File: src/rtl/mc_pkg.sv
// Shared definitions for the AXI burst master: FSM state encoding and the
// default AXI widths used as parameter defaults by axi_mst.
package mc_pkg;

   localparam int AXI_ADDR_WIDTH_DEF = 25;
   localparam int AXI_DATA_WIDTH_DEF = 256;
   localparam int AXI_LEN_WIDTH_DEF  = 8;

   typedef enum logic [2:0] {
      ST_IDLE = 3'd0,
      ST_AW   = 3'd1,
      ST_W    = 3'd2,
      ST_AR   = 3'd3,
      ST_R    = 3'd4
   } state_e;

endpackage

File: src/rtl/axi_mst.sv
// axi_mst: single-outstanding AXI burst master. A command is accepted in
// IDLE, its address phase is issued on AW or AR, then the data beats are
// streamed through W (combinational pass-through of the write payload) or
// captured from R (registered, one cycle of latency). There is no B channel;
// a write finishes on the last W handshake.
// Optional protocol checking on the R channel is enabled by defining
// AXI_MST_CHK_EN; without it err is tied low and rlast is ignored.
module axi_mst
   import mc_pkg::*;
#(
   parameter int AXI_ADDR_WIDTH = AXI_ADDR_WIDTH_DEF,
   parameter int AXI_DATA_WIDTH = AXI_DATA_WIDTH_DEF,
   parameter int AXI_LEN_WIDTH  = AXI_LEN_WIDTH_DEF
) (
   input  logic                      clk,
   input  logic                      rst,
   input  logic                      cmd_valid,
   output logic                      cmd_ready,
   input  logic                      cmd_rw,
   input  logic [AXI_ADDR_WIDTH-1:0] cmd_addr,
   input  logic [AXI_LEN_WIDTH-1:0]  cmd_len,
   input  logic                      wr_data_valid,
   output logic                      wr_data_ready,
   input  logic [AXI_DATA_WIDTH-1:0] wr_data,
   output logic                      rd_data_valid,
   output logic                      rd_data_last,
   output logic [AXI_DATA_WIDTH-1:0] rd_data,
   output logic                      axi_m_awvalid,
   input  logic                      axi_m_awready,
   output logic [7:0]                axi_m_awlen,
   output logic [AXI_ADDR_WIDTH-1:0] axi_m_awaddr,
   output logic                      axi_m_wvalid,
   input  logic                      axi_m_wready,
   output logic                      axi_m_wlast,
   output logic [AXI_DATA_WIDTH-1:0] axi_m_wdata,
   output logic                      axi_m_arvalid,
   input  logic                      axi_m_arready,
   output logic [7:0]                axi_m_arlen,
   output logic [AXI_ADDR_WIDTH-1:0] axi_m_araddr,
   input  logic                      axi_m_rvalid,
   input  logic                      axi_m_rlast,
   input  logic [AXI_DATA_WIDTH-1:0] axi_m_rdata,
   output logic                      busy,
   output logic                      err
);

   // One spare bit so a 256-beat burst can count past 255 without wrapping.
   localparam int CNT_W = AXI_LEN_WIDTH + 1;

   state_e                    state_q, state_d;
   logic [AXI_ADDR_WIDTH-1:0] addr_q, addr_d;
   logic [AXI_LEN_WIDTH-1:0]  len_q, len_d;
   logic [CNT_W-1:0]          beat_cnt_q, beat_cnt_d;
   logic [AXI_DATA_WIDTH-1:0] rd_data_q, rd_data_d;
   logic                      rd_data_valid_q, rd_data_valid_d;
   logic                      rd_data_last_q, rd_data_last_d;
   logic                      err_q, err_d;
   logic                      last_beat;
   logic                      w_hs;

   assign last_beat = (beat_cnt_q == {1'b0, len_q});
   assign w_hs      = (state_q == ST_W) && wr_data_valid && axi_m_wready;

   // Next-state, command capture, beat counting and read capture.
   always_comb begin
      state_d         = state_q;
      addr_d          = addr_q;
      len_d           = len_q;
      beat_cnt_d      = beat_cnt_q;
      rd_data_d       = rd_data_q;
      rd_data_valid_d = 1'b0;
      rd_data_last_d  = 1'b0;
      case (state_q)
         ST_IDLE: begin
            if (cmd_valid) begin
               addr_d     = cmd_addr;
               len_d      = cmd_len;
               beat_cnt_d = '0;
               state_d    = cmd_rw ? ST_AW : ST_AR;
            end
         end
         ST_AW: begin
            if (axi_m_awready) state_d = ST_W;
         end
         ST_W: begin
            if (w_hs) begin
               beat_cnt_d = beat_cnt_q + CNT_W'(1);
               if (last_beat) state_d = ST_IDLE;
            end
         end
         ST_AR: begin
            if (axi_m_arready) state_d = ST_R;
         end
         ST_R: begin
            if (axi_m_rvalid) begin
               rd_data_d       = axi_m_rdata;
               rd_data_valid_d = 1'b1;
               rd_data_last_d  = last_beat;
               beat_cnt_d      = beat_cnt_q + CNT_W'(1);
               if (last_beat) state_d = ST_IDLE;
            end
         end
         default: state_d = ST_IDLE;
      endcase
   end

`ifdef AXI_MST_CHK_EN
   // Sticky R-channel protocol error: stray rvalid, early rlast, missing rlast.
   always_comb begin
      err_d = err_q;
      if (axi_m_rvalid && (state_q != ST_R)) err_d = 1'b1;
      if ((state_q == ST_R) && axi_m_rvalid && (axi_m_rlast != last_beat)) err_d = 1'b1;
   end
`else
   // Checking disabled: err never sets and rlast is not looked at.
   always_comb begin
      err_d = 1'b0;
   end
   logic unused_rlast;
   assign unused_rlast = axi_m_rlast;
`endif

   // State and datapath registers with synchronous reset.
   always_ff @(posedge clk) begin
      if (rst) begin
         state_q         <= ST_IDLE;
         addr_q          <= '0;
         len_q           <= '0;
         beat_cnt_q      <= '0;
         rd_data_q       <= '0;
         rd_data_valid_q <= 1'b0;
         rd_data_last_q  <= 1'b0;
         err_q           <= 1'b0;
      end else begin
         state_q         <= state_d;
         addr_q          <= addr_d;
         len_q           <= len_d;
         beat_cnt_q      <= beat_cnt_d;
         rd_data_q       <= rd_data_d;
         rd_data_valid_q <= rd_data_valid_d;
         rd_data_last_q  <= rd_data_last_d;
         err_q           <= err_d;
      end
   end

   assign cmd_ready     = (state_q == ST_IDLE);
   assign busy          = (state_q != ST_IDLE);
   assign err           = err_q;

   assign axi_m_awvalid = (state_q == ST_AW);
   assign axi_m_awaddr  = addr_q;
   assign axi_m_awlen   = 8'(len_q);
   assign axi_m_arvalid = (state_q == ST_AR);
   assign axi_m_araddr  = addr_q;
   assign axi_m_arlen   = 8'(len_q);

   assign axi_m_wvalid  = (state_q == ST_W) && wr_data_valid;
   assign wr_data_ready = (state_q == ST_W) && axi_m_wready;
   assign axi_m_wlast   = (state_q == ST_W) && last_beat;
   assign axi_m_wdata   = (state_q == ST_W) ? wr_data : '0;

   assign rd_data       = rd_data_q;
   assign rd_data_valid = rd_data_valid_q;
   assign rd_data_last  = rd_data_last_q;

endmodule

File: config.mk
export PLATFORM = sky130hd
export DESIGN_NAME = axi_mst
export DESIGN_NICKNAME = d
export VERILOG_FILES = /design/src/rtl/mc_pkg.sv /design/src/rtl/axi_mst.sv
export SDC_FILE = /design/constraint.sdc
export NUM_CORES = 1
export LEC_CHECK = 0
export ABC_AREA = 0
export BUFFER_PORTS_ARGS = -buffer_cell sky130_fd_sc_hd__buf_2
export CAP_MARGIN = 10
export CELL_PAD_IN_SITES_DETAIL_PLACEMENT = 1
export CELL_PAD_IN_SITES_GLOBAL_PLACEMENT = 1
export CORE_AREA = 2 2 439 441
export CTS_CLUSTER_SIZE = 25
export DETAILED_ROUTE_END_ITERATION = 16
export DIE_AREA = 0 0 441 443
export PLACE_DENSITY = 0.38
export SYNTH_ARGS = -nofsm -noshare
export SYNTH_HDL_FRONTEND = slang
export SYNTH_SLANG_ARGS = --single-unit
File: constraint.sdc
create_clock -name clk -period 2.9 [get_ports clk]
set_clock_uncertainty 0.05 [all_clocks]
set_input_delay 0.29 -clock clk [delete_from_list [all_inputs] [get_ports clk]]
set_output_delay 0.29 -clock clk [all_outputs]
set_load 0.02 [all_outputs]
# ---- After elaboration in Yosys (flattened, before gate mapping)
# Cells that the tools add are included.
dict set report op_classes {
  n_addsub 1
  eq_ne 10
  muxes 14
  n_bitwise 2
  n_reduce_logical 13
}
# operator n
set ops {}
lappend ops {{$mux W256} 1}
lappend ops {{$mux W9} 3}
lappend ops {{$pmux W9 S3} 1}
lappend ops {{$mux W3} 6}
lappend ops {{$pmux W3 S5} 1}
lappend ops {{$add A9 B1 Y9 const B} 1}
lappend ops {{$eq A9 B8 Y1} 1}
lappend ops {{$eq A3 B2 Y1 const B} 2}
lappend ops {{$ne A2 B2 Y1 const B} 3}
lappend ops {{$reduce_bool A3 Y1} 2}
lappend ops {{$reduce_and A5 Y1} 1}
lappend ops {{$logic_and A1 B1 Y1} 4}
lappend ops {{$ne A2 B1 Y1 const B} 2}
lappend ops {{$reduce_and A2 Y1} 2}
lappend ops {{$reduce_and A4 Y1} 1}
lappend ops {{$eq A3 B1 Y1 const B} 1}
lappend ops {{$eq A3 B3 Y1 const B} 1}
lappend ops {{$logic_not A3 Y1} 1}
lappend ops {{$reduce_or A3 Y1} 1}
lappend ops {{$mux W2} 1}
lappend ops {{$not A1 Y1} 2}
lappend ops {{$reduce_or A2 Y1} 1}
lappend ops {{$mux W1} 1}
dict set report word_totals {
  register_bits 303
  in_bits 555
  out_inout_bits 588
  elab_cells 47
}

# ---- Logic depth before layout (Yosys ltp)
# Gate-level depths: netlist (run 1).
dict set report logic_depth {
  depth_word 5
  mapped_depth 7
  ltp_nobuf 5
}

# ---- Least setup slack after synthesis (run 1)
# OpenSTA, ideal clock, no wires.
dict set report synth_timing {
  kind {register to output}
  startpoint {register len_q[6], in the netlist axi_m_arlen[6]}
  endpoint {output axi_m_wlast}
  arrival_ps 2014
  required_ps 2560
  slack_ps 546
  stages_incl_launch_ff 5
  n_path_buf 0
  path_cell_list {dfxtp_1 xnor2_1 nand3_1 or4_1 nor4b_1}
}
dict set report synth_via {
  elab_chain_cells 2
}
# item line
set synth_rtl {}
lappend synth_rtl {{from (decl)} axi_mst.sv:52} ;# logic [AXI_LEN_WIDTH-1:0] len_q, len_d;
lappend synth_rtl {{from (signal assigned)} axi_mst.sv:137} ;# len_q <= len_d;
lappend synth_rtl {{$eq A9 B8 Y1} axi_mst.sv:61} ;# assign last_beat = (beat_cnt_q == {1'b0, len_q});
lappend synth_rtl {{$logic_and A1 B1 Y1} axi_mst.sv:159} ;# assign axi_m_wlast = (state_q == ST_W) && last_beat;
lappend synth_rtl {{to (decl)} axi_mst.sv:34} ;# output logic axi_m_wlast,
# No other way between the ends.

# ---- Worst setup path in the final report (run 1)
dict set report layout_timing {
  startpoint {register beat_cnt_q[5]}
  endpoint {output axi_m_wlast}
}
dict set report layout_via {
  elab_chain_cells 2
}
# item line
set layout_rtl {}
lappend layout_rtl {{from (decl)} axi_mst.sv:53} ;# logic [CNT_W-1:0] beat_cnt_q, beat_cnt_d;
lappend layout_rtl {{from (signal assigned)} axi_mst.sv:138} ;# beat_cnt_q <= beat_cnt_d;
lappend layout_rtl {{$eq A9 B8 Y1} axi_mst.sv:61}
lappend layout_rtl {{$logic_and A1 B1 Y1} axi_mst.sv:159}
# No other way between the ends.

==> impl_metrics.ini, run 1 <==
[status]
status = completed

[clock_network]
clock_path_buffers = 3
cts_tree = done
clkLatencyLatePin_ns = 0.65
cts_buffers = 48
htree_levels = 2
cts_root_buf = clkbuf_16
clock_sinks = 303
cts.clk_slew.worst_paths_ns = 0.06

[floorplan]
fp.dieW_um = 441
start_util_pct = 6.63
coreArea_sq_mm = 0.191
dieArea_sq_mm = 0.195
num_rows = 161
ioPinCount = 1143
die_h_um = 443

[cells_and_area]
fillers = 22969
multi_input_area_sq_mm = 0.00587
ff_latch_area_sq_mm = 0.00608
fin_nets = 3625
area_growth_pct = 110
post-route-util_pct = 13.9
fin_area_sq_mm = 0.0266
drive_above_1_share_pct = 42.4

[drt]
wl_met1_um = 65400
met3_length_um = 10500
drt_iter0_drc = 977
routed_wl_um = 167000
postRouteAntennaNets = 0
post_drt_wl_per_cell_um = 29.2
vias = 18078
wl_met2_um = 85000
drc = 0
viasPerCell = 3.17
detailedRoute.firstPassIterationCount = 5
dr.max_layer_used = met5

[power_and_ir_drop]
clkPwrFrac_pct = 43.1
p_total_mw = 15.1
worst_ir_drop_vdd_mv = 0.384
p_int_mw = 9.75
pwr-share-seq_pct = 28.7
total_leakage_power_nw = 11.9
combPwrFrac_pct = 28.2
switching_share_pct = 35.5
power_switching_mw = 5.36
power_density_mw_per_mm2 = 567

[job]
cap_violations = 0

[critical_path]
critical_path_arrival_ns = 2.40
cp-endpoint = axi_m_wlast
rrSetupSlack_ns = 0.30
r2r_cells = 6
reg2reg_from = state_q[0]
r2r-end = axi_m_araddr[20]
crit_path_start_kind = flip-flop
required_ns = 2.56
cp_max_fo = 4
worst_setup_path_end_kind = primary output
worstSetupPathType = flip-flop to primary output
startpoint = beat_cnt_q[5]

[logic_synthesis]
ys_ff_latch = 303
synth-async-reset-ratio_pct = 0
syn-instance-count = 1674
synth_edf_count = 0
synth.area.mux_share_pct = 0.513
yosys.area_share.simple_pct = 32.0
synth_largest_area_cell = dfxtp_1
yosysWarnings = 0
synth_xor_area_share_pct = 0.622
synth_cell_types = 46
syn_area_per_cell_sq_um = 7.57
syn_nets = 2230
netlist.area_leader.share_pct = 47.9
ys_top_cells_by_count = nand2_1, dfxtp_1, a21oi_1
synth_compound_area_share_pct = 12.6
synth_most_common_cell = nand2_1
synth_top_flop_cell = dfxtp_1
synth.area.top_cells = dfxtp_1, nand2_1, and2_1
syn_area_sq_mm = 0.0127
yosysSeqAreaShare_pct = 47.9
synthAdderAreaFrac_pct = 0.0987
synth_top_family_by_area = simple AND/OR/NAND/NOR gates

[global_routing]
grt_pass1_wl_um = 206000
antenna_found_initial = 179
grt_pass1_vias = 18566
grt_max_degree = 102
overflow = 0
grt.total_usage_pct = 16.4

[sta]
setup_viol = 0
finalHoldViolCount = 0
tightest_slew_ns = 0.580
fin_setup_tns_ns = 0
finalMaxSlewViolations = 0
slew_headroom_pct = 60.3
fmaxAchievable_mhz = 364
period_share_pct = 94.7
finalCriticalPeriod_ns = 2.74
rsz0062_at_grt = no

[placement]
place_congestion = 0.935
dpl.hpwl_um = 146000
place_area_sq_mm = 0.0217
portBuffers = 1140

[min_path]
min_path_type = input port to flip-flop
cells in the final DEF, fill, tap and decap left out, types with 2 or more instances in the layout:
cell type      Yosys  layout
clkbuf_8           0      10
nand3_1            4       3
nor2_1             9       9
clkinv_4           0       2
clkbuf_1          79       9
nor4b_4            0       2
a2111oi_0          2       2
buf_12             0      29
mux2_2             2       2
bufinv_16          0       8
nor3_1             5       5
inv_6              0       2
or4_4              1       2
mux2i_1            2       2
buf_4             34      39
xnor2_2            0       2
clkbuf_16          0      48
dfxtp_2            0      11
and2_1           259     259
o21a_1             2       2
dfxtp_1          303     291
diode_2            0      71
nand2_1          585     585
a22oi_1            2       2
a31oi_1            3       3
clkinv_2           0       3
buf_16             0       2
xnor2_1            8       6
inv_1              6       6
a21oi_1          292     292
buf_2             39    1137
dlygate4sd3_1      0     298
through the flow:
step,hold WS (ns),std cells,setup slack (ns)
after global placement,0.388,5244,0.405
final,0.0373,5701,0.155
after CTS,0.00383,5628,0.00406
after detailed placement,0.393,5244,0.428
after global routing,0.0359,5643,0.00816
after floorplan,0.376,1674,0.546
area by class of cell:
class | count | area share (%)
diodes | 71 | 0.667
clock buffers | 67 | 5.15
clock inverters | 18 | 1.25
inverters | 6 | 0.0845
multi-input cells | 1203 | 22.0
flip-flops and latches | 303 | 22.8
well taps | 2526 | 11.9
repair buffers | 1507 | 36.1
how the worst min path moves through the flow:
stage | to | depth (start not counted) | slack, ns | start
2_1_floorplan | axi_m_araddr[17] | 2 | 0.38 | cmd_addr[17]
3_3_place_gp | rd_data[137] | 2 | 0.39 | rd_data[137]
3_5_place_dp | rd_data[210] | 2 | 0.39 | rd_data[210]
4_1_cts | axi_m_arlen[7] | 3 | 0.004 | cmd_len[7]
5_1_grt | axi_m_arlen[7] | 3 | 0.04 | cmd_len[7]
6_report | axi_m_arlen[7] | 3 | 0.04 | cmd_len[7]
registers in the layout (all words and copies together), names as in the netlist:
register       flops
state_q            3
rd_data_last       1
beat_cnt_q         9
axi_m_araddr      25
rd_data_valid      1
axi_m_arlen        8
rd_data          256
worst max-delay path, cell delays in order (launching register included):
cell and delay, ns:
dfxtp_2 0.35, xnor2_2 0.18, nand3_1 0.10, or4_4 0.52
nor4b_4 0.29, buf_4 0.18, buf_6 0.13
what timing repair did:
action | CTS | global route
endpoints found under the setup margin | 115 | 4
endpoints found under the hold margin | 290 | 0
buffers inserted | 1 | 2
hold buffers | 298 | 0
gates resized for setup | 19 | 3
pin swaps | 3 | 3
power by group through the flow:
stage	registers, mW	clock network, mW	logic, mW
floorplan	4.47	0	1.52
global placement	4.43	0	3.96
detailed placement	4.43	0	3.93
CTS	4.34	6.86	4.36
global route	4.35	6.94	4.49
finish	4.33	6.52	4.26
metal layers:
metal | global-route usage [%] | vias to the layer above
met3 | 3.93 | 332
met5 | 0 | -
met1 | 18.9 | 8659
li1 | - | 8181
met4 | 3.88 | 8
met2 | 29.9 | 898
logic make-up (layout without fill, tap and decap cells):
family / count (synthesis) / in the layout
compound gates: 308 / 308
xor+xnor: 9 / 9
fa+ha+maj: 1 / 1
buf+inv: 168 / 1598
flops: 303 / 303
mux: 5 / 5
other cells: 1 / 72
simple gates: 879 / 879
Power figures use the tool's default switching activity.
==> inputs of run 2 (changes only) <==
==> constraint.sdc (replaced) <==
create_clock -name clk -period 3.4 [get_ports clk]
set_clock_uncertainty 0.05 [all_clocks]
set_input_delay 0 -clock clk [delete_from_list [all_inputs] [get_ports clk]]
set_output_delay 0 -clock clk [all_outputs]
set_load 0.02 [all_outputs]
==> run 2 against run 1 <==
Net effect:
- the flow now stops in global placement
- area after synthesis did not move
- synthesized cell count unchanged
==> impl_metrics.ini, run 2 <==
[logic_synthesis]
syn_nets = 2230
synth_largest_area_cell = dfxtp_1
synth_top_family_by_area = simple AND/OR/NAND/NOR gates
ys_ff_latch = 303
yosysSeqAreaShare_pct = 47.9
yosys.area_share.simple_pct = 32.0
synth_most_common_cell = nand2_1
syn-instance-count = 1674
synth.area.top_cells = dfxtp_1, nand2_1, and2_1
ys_top_cells_by_count = nand2_1, dfxtp_1, a21oi_1
synth_compound_area_share_pct = 12.6
synth.area.mux_share_pct = 0.513
synth-async-reset-ratio_pct = 0
syn_area_sq_mm = 0.0127
syn_area_per_cell_sq_um = 7.57
synth_cell_types = 46
yosysWarnings = 0
synth_edf_count = 0
synth_top_flop_cell = dfxtp_1
synthAdderAreaFrac_pct = 0.0987
netlist.area_leader.share_pct = 47.9
synth_xor_area_share_pct = 0.622

[placement]
portBuffers = 1140

[floorplan]
fp.dieW_um = 441
die_h_um = 443
start_util_pct = 6.63
ioPinCount = 1143
num_rows = 161

[status]
stop_error = [ERROR GPL-0305] RePlAce diverged during gradient descent calculation, resulting in an invalid step length (Inf or NaN). This is often caused by numerical instability ...
haltStage = global placement
status = aborted with a tool error
==> run 2: cell families after synthesis <==
logic type / after synthesis
buffers and inverters: 168
other: 1
multiplexers: 5
flip-flops: 303
adder cells (fa/ha/maj): 1
AND/OR/NAND/NOR: 879
AO/OA/AOI/OAI: 308
XOR/XNOR: 9
==> inputs of run 3 (changes only) <==
- CELL_PAD_IN_SITES_DETAIL_PLACEMENT: 1 -> not set
- CELL_PAD_IN_SITES_GLOBAL_PLACEMENT: 1 -> not set
- CORE_AREA: 2 2 439 441 -> 2 2 444 446
- CTS_CLUSTER_SIZE: 25 -> not set
- DIE_AREA: 0 0 441 443 -> 0 0 446 448
- PLACE_DENSITY: 0.38 -> not set
- PLACE_DENSITY_LB_ADDON: not set -> 0.15
==> run 3 against run 2 <==
Net effect:
- the flow now finishes without violations
==> impl_metrics.ini, run 3 (synthesis gave the netlist of run 1 again) <==
[drt]
drc = 0
drt_iter0_drc = 1059
routed_wl_um = 176000
post_drt_wl_per_cell_um = 30.1
postRouteAntennaNets = 0
detailedRoute.firstPassIterationCount = 4
viasPerCell = 3.14
vias = 18387

[min_path]
min_path_cells = 4
min_path_type = input port to flip-flop
min_from = axi_m_rdata[138]
min_to = rd_data[138]

[floorplan]
dieArea_sq_mm = 0.200
die_h_um = 448
ioPinCount = 1143
fp.dieW_um = 446
num_rows = 162
coreArea_sq_mm = 0.195
start_util_pct = 6.51

[critical_path]
required_ns = 3.94
rrSetupSlack_ns = 0.39
reg2reg_from = state_q[0]
cp_max_fo = 17
critical_path_arrival_ns = 3.54
worst_setup_path_end_kind = flip-flop
worstSetupPathType = flip-flop to flip-flop
r2r_cells = 6
crit_path_start_kind = flip-flop
r2r-end = rd_data[3]

[status]
status = completed

[global_routing]
grt_max_degree = 129
overflow = 0
antenna_found_initial = 221
grt_pass1_wl_um = 214000
grt_pass1_vias = 17945
grt.total_usage_pct = 16.9

[sta]
finalMaxSlewViolations = 0
rsz0062_at_grt = no
tightest_slew_ns = 0.759
fmaxAchievable_mhz = 333
finalCriticalPeriod_ns = 3.01
period_share_pct = 88.4
finalHoldViolCount = 0
setup_viol = 0
slew_headroom_pct = 49.4
fin_setup_tns_ns = 0

[cells_and_area]
drive_above_1_share_pct = 39.2
fillers = 22676
fin_nets = 3727
largest_register_ff_count = 256
mostFrequentLayoutCell = buf_2
final_cell_mix = buf_2, nand2_1, dlygate4sd3_1, dfxtp_1, a21oi_1
area_growth_pct = 116
fin_area_sq_mm = 0.0274
multi_input_area_sq_mm = 0.00583
ff_latch_area_sq_mm = 0.00607

[power_and_ir_drop]
total_leakage_power_nw = 12.3
worst_ir_drop_vdd_mv = 0.381
power_density_mw_per_mm2 = 454

[placement]
place_congestion = 0.993
dpl.hpwl_um = 153000
portBuffers = 1140
place_area_sq_mm = 0.0212

[clock_network]
clkLatencyLatePin_ns = 0.67
clock_sinks = 303
cts_buffers = 48
clock_path_buffers = 3
cts_tree = done
cts_setup_buffers = 0
cts_root_buf = clkbuf_16
cts.clk_slew.worst_paths_ns = 0.07
htree_levels = 2

[job]
cap_violations = 0
[run 3: critical path, stage by stage (launching register included)]
cell           delay, ns
dfxtp_1             0.50
nor2_1              0.44
and3_4              0.54
nand2_1             0.10
dlygate4sd3_1       0.57
a21oi_1             0.12
dlygate4sd3_1       0.57
[run 3: timing repair]
item / 4_1_cts / 5_1_grt
hold endpoints to repair: 303 / 0
endpoints found under the setup margin: 0 / 1
hold buffers: 442 / 0
resized for setup: 0 / 1
[run 3: layer usage]
metal / GRT usage (%) / vias up / wire, um
met5: 0 / - / 27
met3: 3.12 / 415 / 10600
li1: - / 8418 / -
met2: 30.9 / 972 / 90000
met1: 19.6 / 8578 / 67900
met4: 5.69 / 4 / 7770
[run 3: through the flow]
stage	utilization [%]	power (mW)	hold WS [ns]	instances	worst slack (ns)
finish	14.1	12.5	0.0797	5853	0.394
global placement	10.9	7.06	0.191	5221	0.897
global route	14.0	13.0	0.0392	5768	0.204
floorplan	-	5.11	0.0860	1674	1.34
detailed placement	10.9	7.03	0.195	5221	0.910
CTS	14.0	12.9	0.0000476	5744	0.113
[run 3: layout make-up]
| class | count | share of cell area [%] |
|---|---|---|
| Timing Repair Buffer | 1609 | 38.3 |
| Sequential cell | 303 | 22.1 |
| Multi-Input combinational cell | 1203 | 21.3 |
| Tap cell | 2542 | 11.6 |
| Clock buffer | 68 | 5.02 |
| Antenna cell | 109 | 0.994 |
| Clock inverter | 13 | 0.634 |
| Inverter | 6 | 0.0821 |
[run 3: how the worst max path moves through the flow]
stage,from,endpoint,slack (ns),depth (start not counted)
after floorplan,axi_m_arlen[6],axi_m_wlast,1.34,4
after global placement,state_q[1],axi_m_wdata[43],0.90,5
after detailed placement,state_q[1],axi_m_wdata[177],0.91,5
after CTS,state_q[1],axi_m_wdata[177],0.11,5
after global routing,state_q[1],axi_m_wdata[145],0.20,5
final,state_q[0],rd_data[3],0.39,6
[run 3: where the power goes]
part / switching [mW] / internal, mW
sequential: 0.106 / 3.62
combinational: 2.40 / 1.18
clock: 2.19 / 2.96
total: 4.69 / 7.77
